<file path="src/rtl/sram_port_arbiter_if.sv">
// Master-side beat interface for sram_port_arbiter: request fields in, grant and tagged read return out.
interface sram_port_arbiter_if #(
    parameter int unsigned ADDR_WIDTH = 11,
    parameter int unsigned DATA_WIDTH = 32
);
    logic                  req;
    logic                  we;
    logic [ADDR_WIDTH-1:0] addr;
    logic [DATA_WIDTH-1:0] wdata;
    logic                  last;
    logic                  gnt;
    logic                  rvalid;
    logic [DATA_WIDTH-1:0] rdata;

    modport master (output req, we, addr, wdata, last, input gnt, rvalid, rdata);
    modport slave  (input req, we, addr, wdata, last, output gnt, rvalid, rdata);
endinterface

</file>
<file path="src/rtl/sram_port_arbiter.sv">
// Two-master arbiter for a single-port block RAM with burst ownership and tagged read return.
// Define SRAM_ARB_FIXED_PRIO_EN to give IDLE ties to master 0 instead of round-robin.
module sram_port_arbiter #(
    parameter int unsigned ADDR_WIDTH = 11,
    parameter int unsigned DATA_WIDTH = 32,
    parameter bit          PIPE_EN    = 1'b0
) (
    input  logic                  clk,
    input  logic                  rst_n,
    sram_port_arbiter_if.slave    m0,
    sram_port_arbiter_if.slave    m1,
    output logic                  ram_en,
    output logic                  ram_we,
    output logic [ADDR_WIDTH-1:0] ram_addr,
    output logic [DATA_WIDTH-1:0] ram_din,
    input  logic [DATA_WIDTH-1:0] ram_dout,
    output logic                  ram_pipen
);
    typedef enum logic [1:0] {IDLE, OWN0, OWN1} state_t;

    state_t state_q, state_d;
    logic   gnt0, gnt1, pick1;
    logic   s0_vld, s0_id, tag_vld, tag_id;
    logic   rv0, rv1;

`ifdef SRAM_ARB_FIXED_PRIO_EN
    assign pick1 = m1.req & ~m0.req;
`else
    logic rr_q;
    assign pick1 = m1.req & (~m0.req | rr_q);

    // rr_q = 1 means master 1 wins the next IDLE tie
    always_ff @(posedge clk or negedge rst_n) begin
        if (!rst_n)                       rr_q <= 1'b0;
        else if (state_q == IDLE && ram_en) rr_q <= gnt0;
    end
`endif

    always_ff @(posedge clk or negedge rst_n) begin
        if (!rst_n) state_q <= IDLE;
        else        state_q <= state_d;
    end

    // Grant decision; reset masks grants so the RAM is quiet while rst_n is low
    always_comb begin
        state_d = state_q;
        gnt0    = 1'b0;
        gnt1    = 1'b0;
        case (state_q)
            IDLE: begin
                if (rst_n) begin
                    if (pick1)       gnt1 = 1'b1;
                    else if (m0.req) gnt0 = 1'b1;
                    if (gnt0 && !m0.last) state_d = OWN0;
                    if (gnt1 && !m1.last) state_d = OWN1;
                end
            end
            OWN0: begin
                gnt0 = m0.req & rst_n;
                if (gnt0 && m0.last) state_d = IDLE;
            end
            OWN1: begin
                gnt1 = m1.req & rst_n;
                if (gnt1 && m1.last) state_d = IDLE;
            end
            default: state_d = IDLE;
        endcase
    end

    always_comb begin
        ram_en   = gnt0 | gnt1;
        ram_we   = 1'b0;
        ram_addr = '0;
        ram_din  = '0;
        if (gnt1) begin
            ram_we   = m1.we;
            ram_addr = m1.addr;
            ram_din  = m1.wdata;
        end else if (gnt0) begin
            ram_we   = m0.we;
            ram_addr = m0.addr;
            ram_din  = m0.wdata;
        end
    end

    // Read tag pipe: one stage matches the RAM read, a second tracks the optional output register
    always_ff @(posedge clk or negedge rst_n) begin
        if (!rst_n) begin
            s0_vld <= 1'b0;
            s0_id  <= 1'b0;
        end else begin
            s0_vld <= ram_en & ~ram_we;
            s0_id  <= gnt1;
        end
    end

    if (PIPE_EN) begin : g_pipe
        logic s1_vld, s1_id;
        always_ff @(posedge clk or negedge rst_n) begin
            if (!rst_n) begin
                s1_vld <= 1'b0;
                s1_id  <= 1'b0;
            end else begin
                s1_vld <= s0_vld;
                s1_id  <= s0_id;
            end
        end
        assign tag_vld = s1_vld;
        assign tag_id  = s1_id;
    end else begin : g_nopipe
        assign tag_vld = s0_vld;
        assign tag_id  = s0_id;
    end

    assign rv0       = tag_vld & ~tag_id;
    assign rv1       = tag_vld & tag_id;
    assign m0.gnt    = gnt0;
    assign m1.gnt    = gnt1;
    assign m0.rvalid = rv0;
    assign m1.rvalid = rv1;
    assign m0.rdata  = rv0 ? ram_dout : '0;
    assign m1.rdata  = rv1 ? ram_dout : '0;
    assign ram_pipen = PIPE_EN;
endmodule

</file>
<file path="src/flat_wrapper.sv">
// flat-port wrapper written by rule: the top's interface ports become plain ports
module sram_port_arbiter_flat 
#(
    parameter int unsigned ADDR_WIDTH = 11,
    parameter int unsigned DATA_WIDTH = 32,
    parameter bit          PIPE_EN    = 1'b0
)
  (clk, rst_n, ram_en, ram_we, ram_addr, ram_din, ram_dout, ram_pipen, m0_req, m0_we, m0_addr, m0_wdata, m0_last, m0_gnt, m0_rvalid, m0_rdata, m1_req, m1_we, m1_addr, m1_wdata, m1_last, m1_gnt, m1_rvalid, m1_rdata);
  sram_port_arbiter_if #(.ADDR_WIDTH(ADDR_WIDTH), .DATA_WIDTH(DATA_WIDTH)) m0_i ();
  sram_port_arbiter_if #(.ADDR_WIDTH(ADDR_WIDTH), .DATA_WIDTH(DATA_WIDTH)) m1_i ();
  input  logic clk;
  input  logic rst_n;
  output logic ram_en;
  output logic ram_we;
  output logic [ADDR_WIDTH-1:0] ram_addr;
  output logic [DATA_WIDTH-1:0] ram_din;
  input  logic [DATA_WIDTH-1:0] ram_dout;
  output logic ram_pipen;
  input wire logic [$bits(m0_i.req)-1:0] m0_req;
  input wire logic [$bits(m0_i.we)-1:0] m0_we;
  input wire logic [$bits(m0_i.addr)-1:0] m0_addr;
  input wire logic [$bits(m0_i.wdata)-1:0] m0_wdata;
  input wire logic [$bits(m0_i.last)-1:0] m0_last;
  output wire logic [$bits(m0_i.gnt)-1:0] m0_gnt;
  output wire logic [$bits(m0_i.rvalid)-1:0] m0_rvalid;
  output wire logic [$bits(m0_i.rdata)-1:0] m0_rdata;
  input wire logic [$bits(m1_i.req)-1:0] m1_req;
  input wire logic [$bits(m1_i.we)-1:0] m1_we;
  input wire logic [$bits(m1_i.addr)-1:0] m1_addr;
  input wire logic [$bits(m1_i.wdata)-1:0] m1_wdata;
  input wire logic [$bits(m1_i.last)-1:0] m1_last;
  output wire logic [$bits(m1_i.gnt)-1:0] m1_gnt;
  output wire logic [$bits(m1_i.rvalid)-1:0] m1_rvalid;
  output wire logic [$bits(m1_i.rdata)-1:0] m1_rdata;
  assign m0_i.req = m0_req;
  assign m0_i.we = m0_we;
  assign m0_i.addr = m0_addr;
  assign m0_i.wdata = m0_wdata;
  assign m0_i.last = m0_last;
  assign m0_gnt = m0_i.gnt;
  assign m0_rvalid = m0_i.rvalid;
  assign m0_rdata = m0_i.rdata;
  assign m1_i.req = m1_req;
  assign m1_i.we = m1_we;
  assign m1_i.addr = m1_addr;
  assign m1_i.wdata = m1_wdata;
  assign m1_i.last = m1_last;
  assign m1_gnt = m1_i.gnt;
  assign m1_rvalid = m1_i.rvalid;
  assign m1_rdata = m1_i.rdata;
  sram_port_arbiter #(.ADDR_WIDTH(ADDR_WIDTH), .DATA_WIDTH(DATA_WIDTH), .PIPE_EN(PIPE_EN)) u_core (.clk(clk), .rst_n(rst_n), .m0(m0_i), .m1(m1_i), .ram_en(ram_en), .ram_we(ram_we), .ram_addr(ram_addr), .ram_din(ram_din), .ram_dout(ram_dout), .ram_pipen(ram_pipen));
endmodule
</file>
<file path="config.mk">
export PLATFORM = sky130hd
export DESIGN_NAME = sram_port_arbiter_flat
export DESIGN_NICKNAME = d
export VERILOG_FILES = /design/src/rtl/sram_port_arbiter_if.sv /design/src/rtl/sram_port_arbiter.sv /design/src/flat_wrapper.sv
export SDC_FILE = /design/constraint.sdc
export NUM_CORES = 1
export LEC_CHECK = 0
export BUFFER_PORTS_ARGS = -buffer_cell sky130_fd_sc_hd__buf_2
export CAP_MARGIN = 20
export CORE_AREA = 2 2 93 95
export DETAILED_ROUTE_END_ITERATION = 16
export DIE_AREA = 0 0 95 97
export PLACE_DENSITY = 0.51
export SLEW_MARGIN = 20
export SYNTH_ARGS = -nofsm -noshare
export SYNTH_HDL_FRONTEND = slang
export SYNTH_SLANG_ARGS = --single-unit
</file>
<file path="constraint.sdc">
create_clock -name clk -period 2.17 [get_ports clk]
set_clock_uncertainty 0.2 [all_clocks]
set_input_delay 0.1085 -clock clk [delete_from_list [all_inputs] [get_ports clk]]
set_output_delay 0.1085 -clock clk [all_outputs]
set_load 0.03 [all_outputs]
</file>
---- Word level (Yosys, flattened, before mapping) ----
Index checks and enable logic that the tools add are counted.
storage, ports and cells
  logic and storage cells ................. 55
  input bits .............................. 126
  register bits after elaboration ......... 5
operators by class
  bitwise logic cells ..................... 11
  eq/ne operators ......................... 6
  reduce and logical (&&, ||, !) cells .... 9
  mux-type cells .......................... 25
operators by type and width
  kind                                           count
  two-way mux 32 bit                             4
  two-way mux 11 bit                             2
  two-way mux 1 bit                              11
  two-way mux 2 bit                              5
  bitwise AND 1 bit                              6
  case mux 2 bit (3 select lines)                1
  logical AND 1 bit                              5
  != test 2 x 1 -> 1 bit, second input constant  2
  case mux 1 bit (2 select lines)                2
  AND reduction 4 bit                            1
  != test 3 bit, second input constant           1
  inverter 1 bit                                 3
  == test 2 x 1 -> 1 bit, second input constant  1
  == test 2 bit, second input constant           1
  logical NOT 1 bit                              2
  logical NOT 2 bit                              1
  != test 2 bit, second input constant           1
  bitwise OR 1 bit                               2

---- Longest topological paths before layout ----
  depth after elaboration ................. 12
  depth in mapped cells ................... 6
  mapped depth without buffers ............ 3

---- Least setup slack after synthesis ----
Ideal clock, no wire load.
  path type ............................... register to output
  start ................................... register u_core.s0_vld
  end ..................................... output m0_rdata[22]
  required time ........................... 1.862 ns
  buffers on the path ..................... 1
  data arrival time ....................... 1.444 ns
  setup slack ............................. 0.418 ns
  stages on the path, launching flop included .. 4
  cell sequence ........................... dfrtp_1 nor2b_1 clkbuf_1 and2_1
between the ends
  cells in the longest elaborated chain, start to end .. 2
ends and longest elaborated chain
  item                    RTL line                  RTL
  from (decl)             sram_port_arbiter.sv:23   logic s0_vld, s0_id, tag_vld, tag_id;
  from (signal assigned)  sram_port_arbiter.sv:92   s0_vld <= ram_en & ~ram_we;
  bitwise AND 1 bit       sram_port_arbiter.sv:115  assign rv0 = tag_vld & ~tag_id;
  via m0_rvalid           flat_wrapper.sv:25        output wire logic [$bits(m0_i.rvalid)-1:0] m0_rvalid;
  two-way mux 32 bit      sram_port_arbiter.sv:121  assign m0.rdata = rv0 ? ram_dout : '0;
  to (decl)               flat_wrapper.sv:26        output wire logic [$bits(m0_i.rdata)-1:0] m0_rdata;
The timed path passes the listed nets, and every way through them passes these cells.

---- Final worst setup path ----
  start ................................... register u_core.rr_q
  end ..................................... output ram_en
between the ends
  cells in the longest elaborated chain, start to end .. 8
  elaborated cells on any way between the ends .. 13
ends and longest elaborated chain
  item                             RTL line                 RTL
  from (decl)                      sram_port_arbiter.sv:29  logic rr_q;
  from (signal assigned)           sram_port_arbiter.sv:35  else if (state_q == IDLE && ram_en) rr_q <= gnt0;
  bitwise OR 1 bit *               sram_port_arbiter.sv:30  assign pick1 = m1.req & (~m0.req | rr_q);
  bitwise AND 1 bit *              sram_port_arbiter.sv:30
  two-way mux 1 bit                sram_port_arbiter.sv:52  if (pick1) gnt1 = 1'b1;
  two-way mux 1 bit                sram_port_arbiter.sv:51  if (rst_n) begin
  two-way mux 1 bit                sram_port_arbiter.sv:49  case (state_q)
  two-way mux 1 bit                sram_port_arbiter.sv:51
  case mux 1 bit (2 select lines)  sram_port_arbiter.sv:49
  bitwise OR 1 bit *               sram_port_arbiter.sv:71  ram_en = gnt0 | gnt1;
  to (decl)                        flat_wrapper.sv:13       output logic ram_en;
Every way passes the cells marked *; elsewhere a longest branch is shown, timed or not. The select of a mux whose other input is x is not followed.

==> key figures <==
Run status
  • Status: finished, final reports clean

Setup path
  • Slowest CP cell: dfrtp_1
  • Critical-path maximum fanout: 27
  • Worst R2R End: u_core.state_q[1]$_DFFE_PN0P_
  • Critical path startpoint category: register
  • Delay of the slowest critical-path stage: about 0.43 ns
  • Crit Path Class: register to output pin
  • FF-to-FF Start: u_core.rr_q$_DFFE_PN0P_
  • Critical path data required time: 1.86 ns
  • Critical path data arrival time: 1.79 ns
  • Critical path endpoint category: output pin
  • Cell Chain, Critical Path: nand2b_1 > o2111a_1 > buf_4 > or2_2 > buf_2
  • R2R cell count: 4
  • R2r setup slk: 0.39 ns

Synthesis
  • Number of synthesized flops with an enable pin: 0
  • Post-Synthesis Net Count: 280
  • Yosys top cell by area: a22o_1
  • Syn_area_per_cell: 7.64 um^2
  • Top FF cell, synth: dfrtp_1
  • Ys Warns: 0
  • Post-synthesis sequential area ratio: 0.106
  • FFs w/ async S/R, synth: 1.00
  • Number of cells produced by synthesis: 154
  • Synthesized flop and latch total: 5
  • Most common cell in the netlist: a22o_1
  • Post-Syn Area: 1180 um^2
  • Synth top area cells: a22o_1, and2_1, and3_1
  • Area fraction of the dominant cell type after synthesis: 0.335
  • Synth cell types: 20
  • Post-synth top cells: a22o_1, and2_1, and3_1

Clock tree
  • Clk root buf: clkbuf_8
  • Worst-Skew Late Latency: about 0.22 ns
  • TritonCTS clock tree: done
  • Clock sink count: 5
  • Post-CTS Repair Setup Buffers: 0
  • CTS H-tree depth: 1
  • Longest Clk Path Bufs: 2
  • CTS resizes: 0
  • Clk pin slew, worst setup/hold paths: 0.04 ns
  • Hold buffer count at cts: 7
  • Total CTS buffers: 3

Global routing
  • Gr usage total: 0.128
  • Largest net degree at the start of global routing: 48
  • Number of global-route vias before repair: 2,039
  • First-pass GRT wire length: 9630 um
  • Global route total overflow: 0
  • Initial antenna violation count: 0

Floorplan
  • Die Ht: 97 um
  • Std cell rows: 33
  • Io pins: 240
  • Core Box Area: between 8000 and 9000 um^2
  • Die width: 95 um
  • Initial Util: 0.145
  • Die ar.: 9220 um^2

Cells and area
  • Inserted Diodes: 0
  • Layout area overhead: 117%
  • Final nets: 515
  • Layout cell share with drive strength beyond 1: 0.642
  • FILL cells: around 900
  • Storage cell area: roughly 130 um^2
  • Final Non-Filler Cells: 493
  • Multi-input logic area: around 920 um^2

Run
  • MaxCap Viol Count: 0

Routing
  • DR vias/cell: 4.35
  • Antenna-violating nets left: 0
  • Drc violations: 0
  • Initial DRT Pass Iterations: 4
  • Final WL: 6520 um
  • Wirelength per Cell: ~13 um
  • Number of DRC markers in iteration 0: 28
  • Vias: 2,147

Worst hold path
  • HP Class: primary input to register
  • HP Start: m1_req
  • Hold endpoint: u_core.rr_q$_DFFE_PN0P_
  • Cell count of the worst hold path: 2

STA
  • Hold Worst Slack: ~0.019 ns
  • Fin crit share: 0.966
  • Final slew viol count: 0
  • Tmin final: 2.10 ns
  • Final hold violation count: 0
  • Setup tns final: 0 ns
  • Max Fclk: roughly 480 MHz
  • RSZ-0062 raised after global routing: no
  • Final setup vio count: 0

Power
  • LEAKAGE: 0.00174 uW
  • Peak VDD IR: 284 uV
  • Power Density: 678 nW/um^2

Place
  • Placed cell count: 482
  • Port bufs: ~240
  • Post-DP HPWL: roughly 5500 um
  • Final GP Congestion: 0.781
[cell usage in the layout, fill, tap and decap left out]
| cell | count |
|---|---|
| buf_2 | 238 |
| a22o_1 | 45 |
| and2_1 | 33 |
| and3_1 | 32 |
| dlygate4sd3_1 | 7 |
| buf_4 | 5 |
| dfrtp_1 | 5 |
| inv_1 | 3 |
| a31oi_1 | 3 |
| clkbuf_8 | 3 |
| nand2_1 | 2 |
| a311oi_1 | 2 |
| nand2b_1 | 1 |
| o2111a_1 | 1 |
| a311oi_4 | 1 |
| nor2b_1 | 1 |
| or2_2 | 1 |
| nor2_1 | 1 |
| a41oi_1 | 1 |
| conb_1 | 1 |
| clkbuf_1 | 1 |
| buf_12 | 1 |
[worst max-delay path by stage]
stage	start	endpoint
after floorplan	u_core.s0_vld$_DFF_PN0_	m0_rdata[22]
after global placement	u_core.rr_q$_DFFE_PN0P_	ram_en
after detailed placement	u_core.rr_q$_DFFE_PN0P_	ram_en
after CTS	u_core.rr_q$_DFFE_PN0P_	ram_en
after global routing	u_core.rr_q$_DFFE_PN0P_	ram_en
final	u_core.rr_q$_DFFE_PN0P_	ram_en
[sequential cells by signal, indices dropped and copies added (netlist names)]
register	flops
u_core.s0_vld	1
u_core.s0_id	1
u_core.rr_q	1
u_core.state_q	2
[kinds of logic after synthesis]
group,synth area share
flops,0.106
simple gates,0.371
other cells,0.00319
buf+inv,0.123
compound gates,0.396
[layer usage]
metal	GRT usage	vias to the layer above	part of all wire
li1	-	1049	-
met4	0.0390	0	0.015
met3	0.0265	8	0.11
met1	0.127	935	0.35
met2	0.257	155	0.52
met5	0	-	0
[worst max-delay path, delay by kind of cell, from the launching register on]
kind,cells,cell delay [ns]
AO/OA/AOI/OAI,1,0.24
AND/OR/NAND/NOR,2,0.49
buffers and inverters,2,0.40
flip-flops,1,0.43
[per-stage QoR]
stage	total power [uW]	util	worst slack (ns)	instance area, um^2
detailed placement	1540	0.299	0.305	2430
CTS	1750	0.313	0.0660	2550
global route	1840	0.313	0.0150	2550
global placement	1530	0.299	0.323	2430
finish	1730	0.313	0.0738	2550
floorplan	1110	-	0.418	1180
[power breakdown]
| part | leakage, uW | switching, uW | total (uW) | internal [uW] |
|---|---|---|---|---|
| Combinational | 0.00165 | 895 | 1390 | 490 |
| Sequential | 0.0000635 | 45.5 | 172 | 127 |
| Clock | 0.0000228 | 45.6 | 172 | 126 |
[final cells by class]
class / count / share of cell area
sequential: 5 / 0.0491
clock buffer: 4 / 0.0177
inverter: 3 / 0.00442
timing repair buffer: 251 / 0.517
multi-input combinational: 125 / 0.360
tap: 105 / 0.0515
(Power assumes the default switching activity.)
